### src/rtl/demux_n_pkg.sv
// Shared encodings for the demux_n router: command modes and controller states.
package demux_n_pkg;

    localparam logic [1:0] DMX_HOLD  = 2'b00;
    localparam logic [1:0] DMX_PULSE = 2'b01;
    localparam logic [1:0] DMX_SCAN  = 2'b10;
    localparam logic [1:0] DMX_BCAST = 2'b11;

    typedef enum logic [0:0] {
        ST_IDLE = 1'b0,
        ST_SCAN = 1'b1
    } dmx_state_t;

endpackage

### src/rtl/demux_n_onehot_dec.sv
// Combinational SEL_W-to-2**SEL_W one-hot decoder.
module onehot_dec #(
    parameter int SEL_W = 4
) (
    input  logic [SEL_W-1:0]      i_sel,
    output logic [(2**SEL_W)-1:0] o_onehot
);

    generate
        for (genvar gi = 0; gi < 2**SEL_W; gi++) begin : g_bit
            assign o_onehot[gi] = (i_sel == SEL_W'(gi));
        end
    endgenerate

endmodule

### src/rtl/demux_n.sv
// Registered one-hot router with HOLD, PULSE, BROADCAST and auto-increment SCAN modes.
module demux_n
    import demux_n_pkg::*;
#(
    parameter int SEL_W  = 4,
    parameter int DATA_W = 8,
    localparam int N     = 2**SEL_W
) (
    input  logic              clock,
    input  logic              reset,
    input  logic              enable,
    input  logic [1:0]        mode,
    input  logic [SEL_W-1:0]  mux_in,
    input  logic [DATA_W-1:0] data_in,
    output logic [N-1:0]      out_sel,
    output logic [DATA_W-1:0] out_data,
    output logic              out_valid,
    output logic              busy,
    output logic              done
);

    dmx_state_t        r_state;
    logic [SEL_W-1:0]  r_idx;
    logic [N-1:0]      r_sel;
    logic [DATA_W-1:0] r_data;
    logic              r_valid;
    logic              r_busy;
    logic              r_done;
    logic              r_sticky;

    dmx_state_t        w_state_next;
    logic [SEL_W-1:0]  w_idx_next;
    logic [N-1:0]      w_sel_next;
    logic [DATA_W-1:0] w_data_next;
    logic              w_busy_next;
    logic              w_done_next;
    logic              w_sticky_next;

    logic [SEL_W-1:0]  w_idx_inc;
    logic [SEL_W-1:0]  w_dec_in;
    logic [N-1:0]      w_onehot;

    localparam logic [SEL_W-1:0] LAST_IDX = {SEL_W{1'b1}};

    assign w_idx_inc = r_idx + SEL_W'(1);
    // The single decoder serves both the command select and the next scan step.
    assign w_dec_in  = (r_state == ST_SCAN) ? w_idx_inc : mux_in;

    onehot_dec #(.SEL_W(SEL_W)) u_dec (
        .i_sel    (w_dec_in),
        .o_onehot (w_onehot)
    );

    always_comb begin
        w_state_next  = r_state;
        w_idx_next    = r_idx;
        w_sel_next    = r_sel;
        w_data_next   = r_data;
        w_busy_next   = r_busy;
        w_done_next   = 1'b0;
        w_sticky_next = r_sticky;

        if (r_state == ST_SCAN) begin
            w_idx_next = w_idx_inc;
            w_sel_next = w_onehot;
            if (w_idx_inc == LAST_IDX) begin
                w_done_next  = 1'b1;
                w_busy_next  = 1'b0;
                w_state_next = ST_IDLE;
            end
        end else if (enable) begin
            w_data_next = data_in;
            case (mode)
                DMX_HOLD: begin
                    w_sel_next    = w_onehot;
                    w_sticky_next = 1'b1;
                end
                DMX_PULSE: begin
                    w_sel_next    = w_onehot;
                    w_sticky_next = 1'b0;
                end
                DMX_BCAST: begin
                    w_sel_next    = '1;
                    w_sticky_next = 1'b0;
                end
                default: begin
                    w_idx_next    = mux_in;
                    w_sel_next    = w_onehot;
                    w_sticky_next = 1'b0;
                    // A scan starting on the last index is a single finishing step.
                    if (mux_in == LAST_IDX) begin
                        w_done_next = 1'b1;
                        w_busy_next = 1'b0;
                    end else begin
                        w_busy_next  = 1'b1;
                        w_state_next = ST_SCAN;
                    end
                end
            endcase
        end else if (!r_sticky) begin
            w_sel_next = '0;
        end
    end

    always_ff @(posedge clock or posedge reset) begin
        if (reset) begin
            r_state  <= ST_IDLE;
            r_idx    <= '0;
            r_sel    <= '0;
            r_data   <= '0;
            r_valid  <= 1'b0;
            r_busy   <= 1'b0;
            r_done   <= 1'b0;
            r_sticky <= 1'b0;
        end else begin
            r_state  <= w_state_next;
            r_idx    <= w_idx_next;
            r_sel    <= w_sel_next;
            r_data   <= w_data_next;
            r_valid  <= |w_sel_next;
            r_busy   <= w_busy_next;
            r_done   <= w_done_next;
            r_sticky <= w_sticky_next;
        end
    end

    assign out_sel   = r_sel;
    assign out_data  = r_data;
    assign out_valid = r_valid;
    assign busy      = r_busy;
    assign done      = r_done;

endmodule

### config.mk
export PLATFORM = sky130hd
export DESIGN_NAME = demux_n
export DESIGN_NICKNAME = d
export VERILOG_FILES = /design/src/rtl/demux_n_pkg.sv /design/src/rtl/demux_n_onehot_dec.sv /design/src/rtl/demux_n.sv
export SDC_FILE = /design/constraint.sdc
export NUM_CORES = 1
export LEC_CHECK = 0
export ABC_AREA = 0
export ABC_CLOCK_PERIOD_IN_PS = 2800
export BUFFER_PORTS_ARGS = -buffer_cell sky130_fd_sc_hd__buf_4
export CORE_ASPECT_RATIO = 0.5
export CORE_MARGIN = 3
export CORE_UTILIZATION = 30
export DETAILED_ROUTE_END_ITERATION = 7
export PLACE_DENSITY = 0.54
export RECOVER_POWER = 25
export SETUP_SLACK_MARGIN = 0.1
export SLEW_MARGIN = 5
export SYNTH_ARGS = -nofsm -noshare
export SYNTH_HDL_FRONTEND = slang
export SYNTH_SLANG_ARGS = --single-unit
### constraint.sdc
create_clock -name clock -period 2.8 [get_ports clock]
set_input_delay 0.14 -clock clock [delete_from_list [all_inputs] [get_ports clock]]
set_output_delay 0.14 -clock clock [all_outputs]
set_load 0.01 [all_outputs]
# ---- Yosys cells after proc, flatten, opt, wreduce, memory -nomap -nowiden
# Index checks and enable logic that the tools add are counted.
dict set report totals {
  output_inout_bits 27
  reg_bits 33
  wordCells 62
  inputBits 17
}
dict set report classes {
  bitwise_logic 1
  eq_ne 21
  add_sub_neg 1
  n_mux 23
  n_reduce_logical 8
}
# op count
set op_table {}
lappend op_table {{16-bit 2-to-1 mux} 4}
lappend op_table {{4-bit == test (second input constant)} 10}
lappend op_table {{4-bit by 3-bit == test with 1-bit output (second input constant)} 4}
lappend op_table {{4-bit 2-to-1 mux} 4}
lappend op_table {{16-bit OR reduction} 1}
lappend op_table {{1-bit 2-to-1 mux} 15}
lappend op_table {{4-bit by 2-bit == test with 1-bit output (second input constant)} 2}
lappend op_table {{4-bit by 1-bit adder with 4-bit output (second input constant)} 1}
lappend op_table {{4-bit by 1-bit == test with 1-bit output (second input constant)} 1}
lappend op_table {{4-bit logical NOT} 1}
lappend op_table {{2-bit by 1-bit != test with 1-bit output (second input constant)} 2}
lappend op_table {{2-bit AND reduction} 2}
lappend op_table {{3-bit AND reduction} 1}
lappend op_table {{3-bit OR reduction} 1}
lappend op_table {{2-bit by 1-bit == test with 1-bit output (second input constant)} 1}
lappend op_table {{2-bit == test (second input constant)} 1}
lappend op_table {{2-bit logical NOT} 1}
lappend op_table {{2-bit nonzero test} 1}
lappend op_table {{1-bit inverter} 1}

# ---- Depth between registers and ports, before layout
dict set report depth {
  ltp_word 7
  mapped_depth 9
  mapped_depth_nobuf 8
}

# ---- By module
# From an unflattened synthesis, not the netlist that was laid out.
dict set report unflattened {
  cells_unflattened 170
  area_unflattened_um2 1895.6
}
# module area_per_inst_um2 cells_each seq_area_each_um2 instances
set by_module_without_submodules {}
lappend by_module_without_submodules {demux_n 1669.1 150 825.8 1}
lappend by_module_without_submodules {onehot_dec 226.5 20 0.0 1}

# ---- Least setup slack after synthesis
# Ideal clock, no wire load.
dict set report synth_path {
  path_kind {register to register}
  startpoint {register r_idx[0]}
  endpoint {register r_valid, in the netlist out_valid}
  synth_period_minus_slack_ns 2.044
  setup_time_ns 0.124
  required_time_ns 2.676
  t_arrival_ns 1.920
  slack_ns 0.756
  path_buffers 1
  stages_incl_launch_ff 10
  path_cell_list {dfrtp_1 buf_4 inv_1 ha_1 nand3_1 nor2b_1 o22ai_1 o32ai_1 o211ai_1 a211o_1}
}
dict set report synth_via {
  elab_chain_cells 7
  word_cells_on_any_way 22
  classes_between {1 x add/sub; 15 x eq/ne; 4 x mux; 2 x reduce/logical}
}
# item line
set synth_rtl {}
lappend synth_rtl {{from (decl)} demux_n.sv:23} ;# logic [SEL_W-1:0] r_idx;
lappend synth_rtl {{from (signal assigned)} demux_n.sv:117} ;# r_idx <= w_idx_next;
lappend synth_rtl {{4-bit by 1-bit adder with 4-bit output *} demux_n.sv:45} ;# assign w_idx_inc = r_idx + SEL_W'(1);
lappend synth_rtl {{4-bit 2-to-1 mux *} demux_n.sv:47} ;# assign w_dec_in = (r_state == ST_SCAN) ? w_idx_inc : mux_in;
lappend synth_rtl {{4-bit by 1-bit == test with 1-bit output, or another cell as far along} demux_n_onehot_dec.sv:11} ;# assign o_onehot[gi] = (i_sel == SEL_W'(gi));
lappend synth_rtl {{16-bit 2-to-1 mux} demux_n.sv:73} ;# case (mode)
lappend synth_rtl {{16-bit 2-to-1 mux} demux_n.sv:71} ;# end else if (enable) begin
lappend synth_rtl {{16-bit 2-to-1 mux *} demux_n.sv:63} ;# if (r_state == ST_SCAN) begin
lappend synth_rtl {{16-bit OR reduction *} demux_n.sv:120} ;# r_valid <= |w_sel_next;
lappend synth_rtl {{to (signal assigned)} demux_n.sv:120}
lappend synth_rtl {{to (decl)} demux_n.sv:26} ;# logic r_valid;
# Every way passes the cells marked *; elsewhere a longest branch is shown, timed or not.
# A chain may end at the register's enable or synchronous reset.

# ---- Final worst setup path
dict set report layout_path {
  startpoint {register r_state}
  endpoint {register r_valid, in the netlist out_valid}
}
dict set report layout_via {
  elab_chain_cells 6
  word_cells_on_any_way 21
  classes_between {15 x eq/ne; 4 x mux; 2 x reduce/logical}
}
# item line
set layout_rtl {}
lappend layout_rtl {{from (decl)} demux_n.sv:22} ;# dmx_state_t r_state;
lappend layout_rtl {{from (signal assigned)} demux_n.sv:116} ;# r_state <= w_state_next;
lappend layout_rtl {{4-bit 2-to-1 mux} demux_n.sv:47}
lappend layout_rtl {{4-bit == test} demux_n_onehot_dec.sv:11}
lappend layout_rtl {{16-bit 2-to-1 mux} demux_n.sv:73}
lappend layout_rtl {{16-bit 2-to-1 mux} demux_n.sv:71}
lappend layout_rtl {{16-bit 2-to-1 mux *} demux_n.sv:63}
lappend layout_rtl {{net w_sel_next[14]} demux_n.sv:33} ;# logic [N-1:0] w_sel_next;
lappend layout_rtl {{16-bit OR reduction *} demux_n.sv:120}
# Mark *: on every way through the listed nets, which the timed path passes. The rest lies on a longest branch.

==> out/qor.csv <==
metric,value,unit
ys_types,52,
synth-async-reset-ratio,100.0,%
fin_skew,3.777,ps
die_height,62.02,um
rr_endpoint,out_valid$_DFF_PP0_,
ios,44,
post-route-period-util,86.69,%
finalPower,3240,uW
hp-start,data_in[7],
synth_ff_type,dfrtp_1,
critPathLaunch,r_state$_DFF_PP0_,
relSlewSlack,-21.66,%
grt_max_degree,34,
synth_area_per_cell,9.141,um2
die-area,0.007321,mm2
cts_tree,built,
crit_type,reg -> reg,
synth_edf_count,0,
grt-ovfl-total,0,
required,2970,ps
grt_pass1_wl,8.638,mm
dp_hpwl,3.841,mm
yosys.area.top_type,dfrtp_1,
numPortBuffers,43,
cts_resized,0,
gp_congestion,0.9368,
critical_path.max_fanout,28,
hold_path_depth,2,
violations,"max-capacitance violations, max-slew violations",
path_clk_slew,60,ps
syn-num-nets,225,
wire_per_inst,15.40,um
grt_util_all_layers,15.28,%
hold_end,out_data[7]$_DFFE_PP0P_,
viasPerCell,5.063,
finalSetupViolCount,0,
placed_cells,326,
worstReg2RegStart,r_state$_DFF_PP0_,
reg2reg_slack,370,ps
vdd_ir_drop_max,0.4254,mV
max_slew.worst_pin.slew,1825,ps
rsz0062_at_grt,no,
hp-class,in -> reg,
seq_area_frac_synth,43.85,%
tns,0,ps
cts_inserted_buffers,5,
ys_seq_elements,33,
num_rows,19,
final_cells,335,
ys_warn_count,0,
core,0.005777,mm2
clock_sinks,33,
cts-root-buf,clkbuf_16,
nNetsFinal,269,
syn_inst,206,
fmaxAchievable,412.0,MHz
antenna_found_initial,0,
clock_path_buffers,2,
drcViolationCount,0,
die_w,118.0,um
yosysTopAreaCellShare,43.85,%
wirelength,5.160,mm
whs,88.47,ps
drv_cap,1,
fin_crit,2427,ps
r2r_cells,6,
htreeDepth,2,
ys_top_cells_by_area,"dfrtp_1 (44%), a21oi_1 (8.0%), mux2_2 (6.0%)",
num_vias,1696,
netlist_area,0.001883,mm2
grt_pass1_vias,1632,
cp_data_arrival_time,2600,ps
diodes,0,
final_cell_mix,"buf_4 (44), dfrtp_1 (33), a21oi_1 (30)",
clkLatencyLatePin,280,ps
syn2layout_area_growth,31.23,%
final_max_slew_viol_count,34,
drt_iter0_drc,161,
power.leakage,0.001107,uW
finalHoldViolCount,0,
post_route_cells_drive_above_1_share,28.29,%
cp-end-kind,flop,
final_common_cell,buf_4,
postRouteAntennaNets,0,
start_kind,flop,
start_util,32.60,%
dr.pass1.iters,4,
power.density,1311,mW/mm2
status,"complete, but fails checks",
## metal layers
layer / up-vias / routed length [um] / part of all wire [%] / GRT usage, %
met5: - / 0 / 0 / 0
met4: 0 / 65 / 1.3 / 4.333
met3: 7 / 271 / 5.3 / 3.978
met2: 54 / 2252 / 44 / 23.82
met1: 802 / 2569 / 50 / 21.42
li1: 833 / - / - / -
## kinds of logic after synthesis
| family | Yosys count | share of synthesized area (%) |
|---|---|---|
| DFF | 33 | 43.85 |
| and+or+nand+nor | 68 | 18.34 |
| buffers and inverters | 19 | 5.115 |
| muxes | 11 | 6.777 |
| adders and majority gates | 2 | 1.329 |
| xor gates and xnor gates | 4 | 1.861 |
| AOI/OAI and AO/OA | 69 | 22.72 |
## Yosys cell counts (3+ instances only)
| library cell | n |
|---|---|
| dfrtp_1 | 33 |
| a21oi_1 | 30 |
| nand2_1 | 20 |
| nor2_1 | 13 |
| mux2_2 | 10 |
| o21ai_0 | 9 |
| inv_1 | 8 |
| nand3_1 | 7 |
| nand2b_1 | 5 |
| o22ai_1 | 5 |
| clkbuf_1 | 4 |
| nor2b_1 | 4 |
| and3_1 | 3 |
| o21ai_1 | 3 |
| xnor2_1 | 3 |
## power by group
group	total (uW)	internal (uW)	switching, uW
registers	964	696	268
logic	1550	716	831
clock network	730	513	217
total	3240	1920	1320
## layout make-up
cell class | count | area, um2
clock buffers | 5 | 125.1
clock inverters | 3 | 68.82
fillers | 585 | 3306
inverters | 8 | 30.03
multi-input cells | 154 | 960.9
flip-flops and latches | 33 | 825.8
well taps | 84 | 105.1
repair buffers | 48 | 355.3
## worst max-delay path, cell delays in order, from the launching register on
cell,delay (ps)
dfrtp_1,960
nand2_1,100
mux2_4,350
o21ai_1,230
o22ai_1,200
nand4b_1,210
a211o_1,270
## timing repair
item / in CTS / in global routing
buffers inserted: 0 / 0
hold buffers: 1 / 0
hold endpoints to repair: 33 / 0
## state kept, by name, indices dropped and copies added (netlist names)
name       count
r_sticky       1
out_valid      1
r_state        1
r_idx          4
done           1
out_sel       16
out_data       8
busy           1
## metrics by stage
step	instance area, um2	setup WS [ps]	util [%]
floorplan	1883	755.8	-
global placement	2275	421.2	39.38
detailed placement	2275	420.5	39.38
CTS	2479	415.8	42.91
global route	2471	164.2	42.78
finish	2471	372.6	42.78
## worst max-delay path by stage
stage	end	slack, ps
detailed placement	out_valid$_DFF_PP0_	420
finish	out_valid$_DFF_PP0_	370
global placement	out_valid$_DFF_PP0_	420
CTS	out_valid$_DFF_PP0_	420
floorplan	out_valid$_DFF_PP0_	760
global route	out_valid$_DFF_PP0_	160
(Power assumes the default switching activity.)
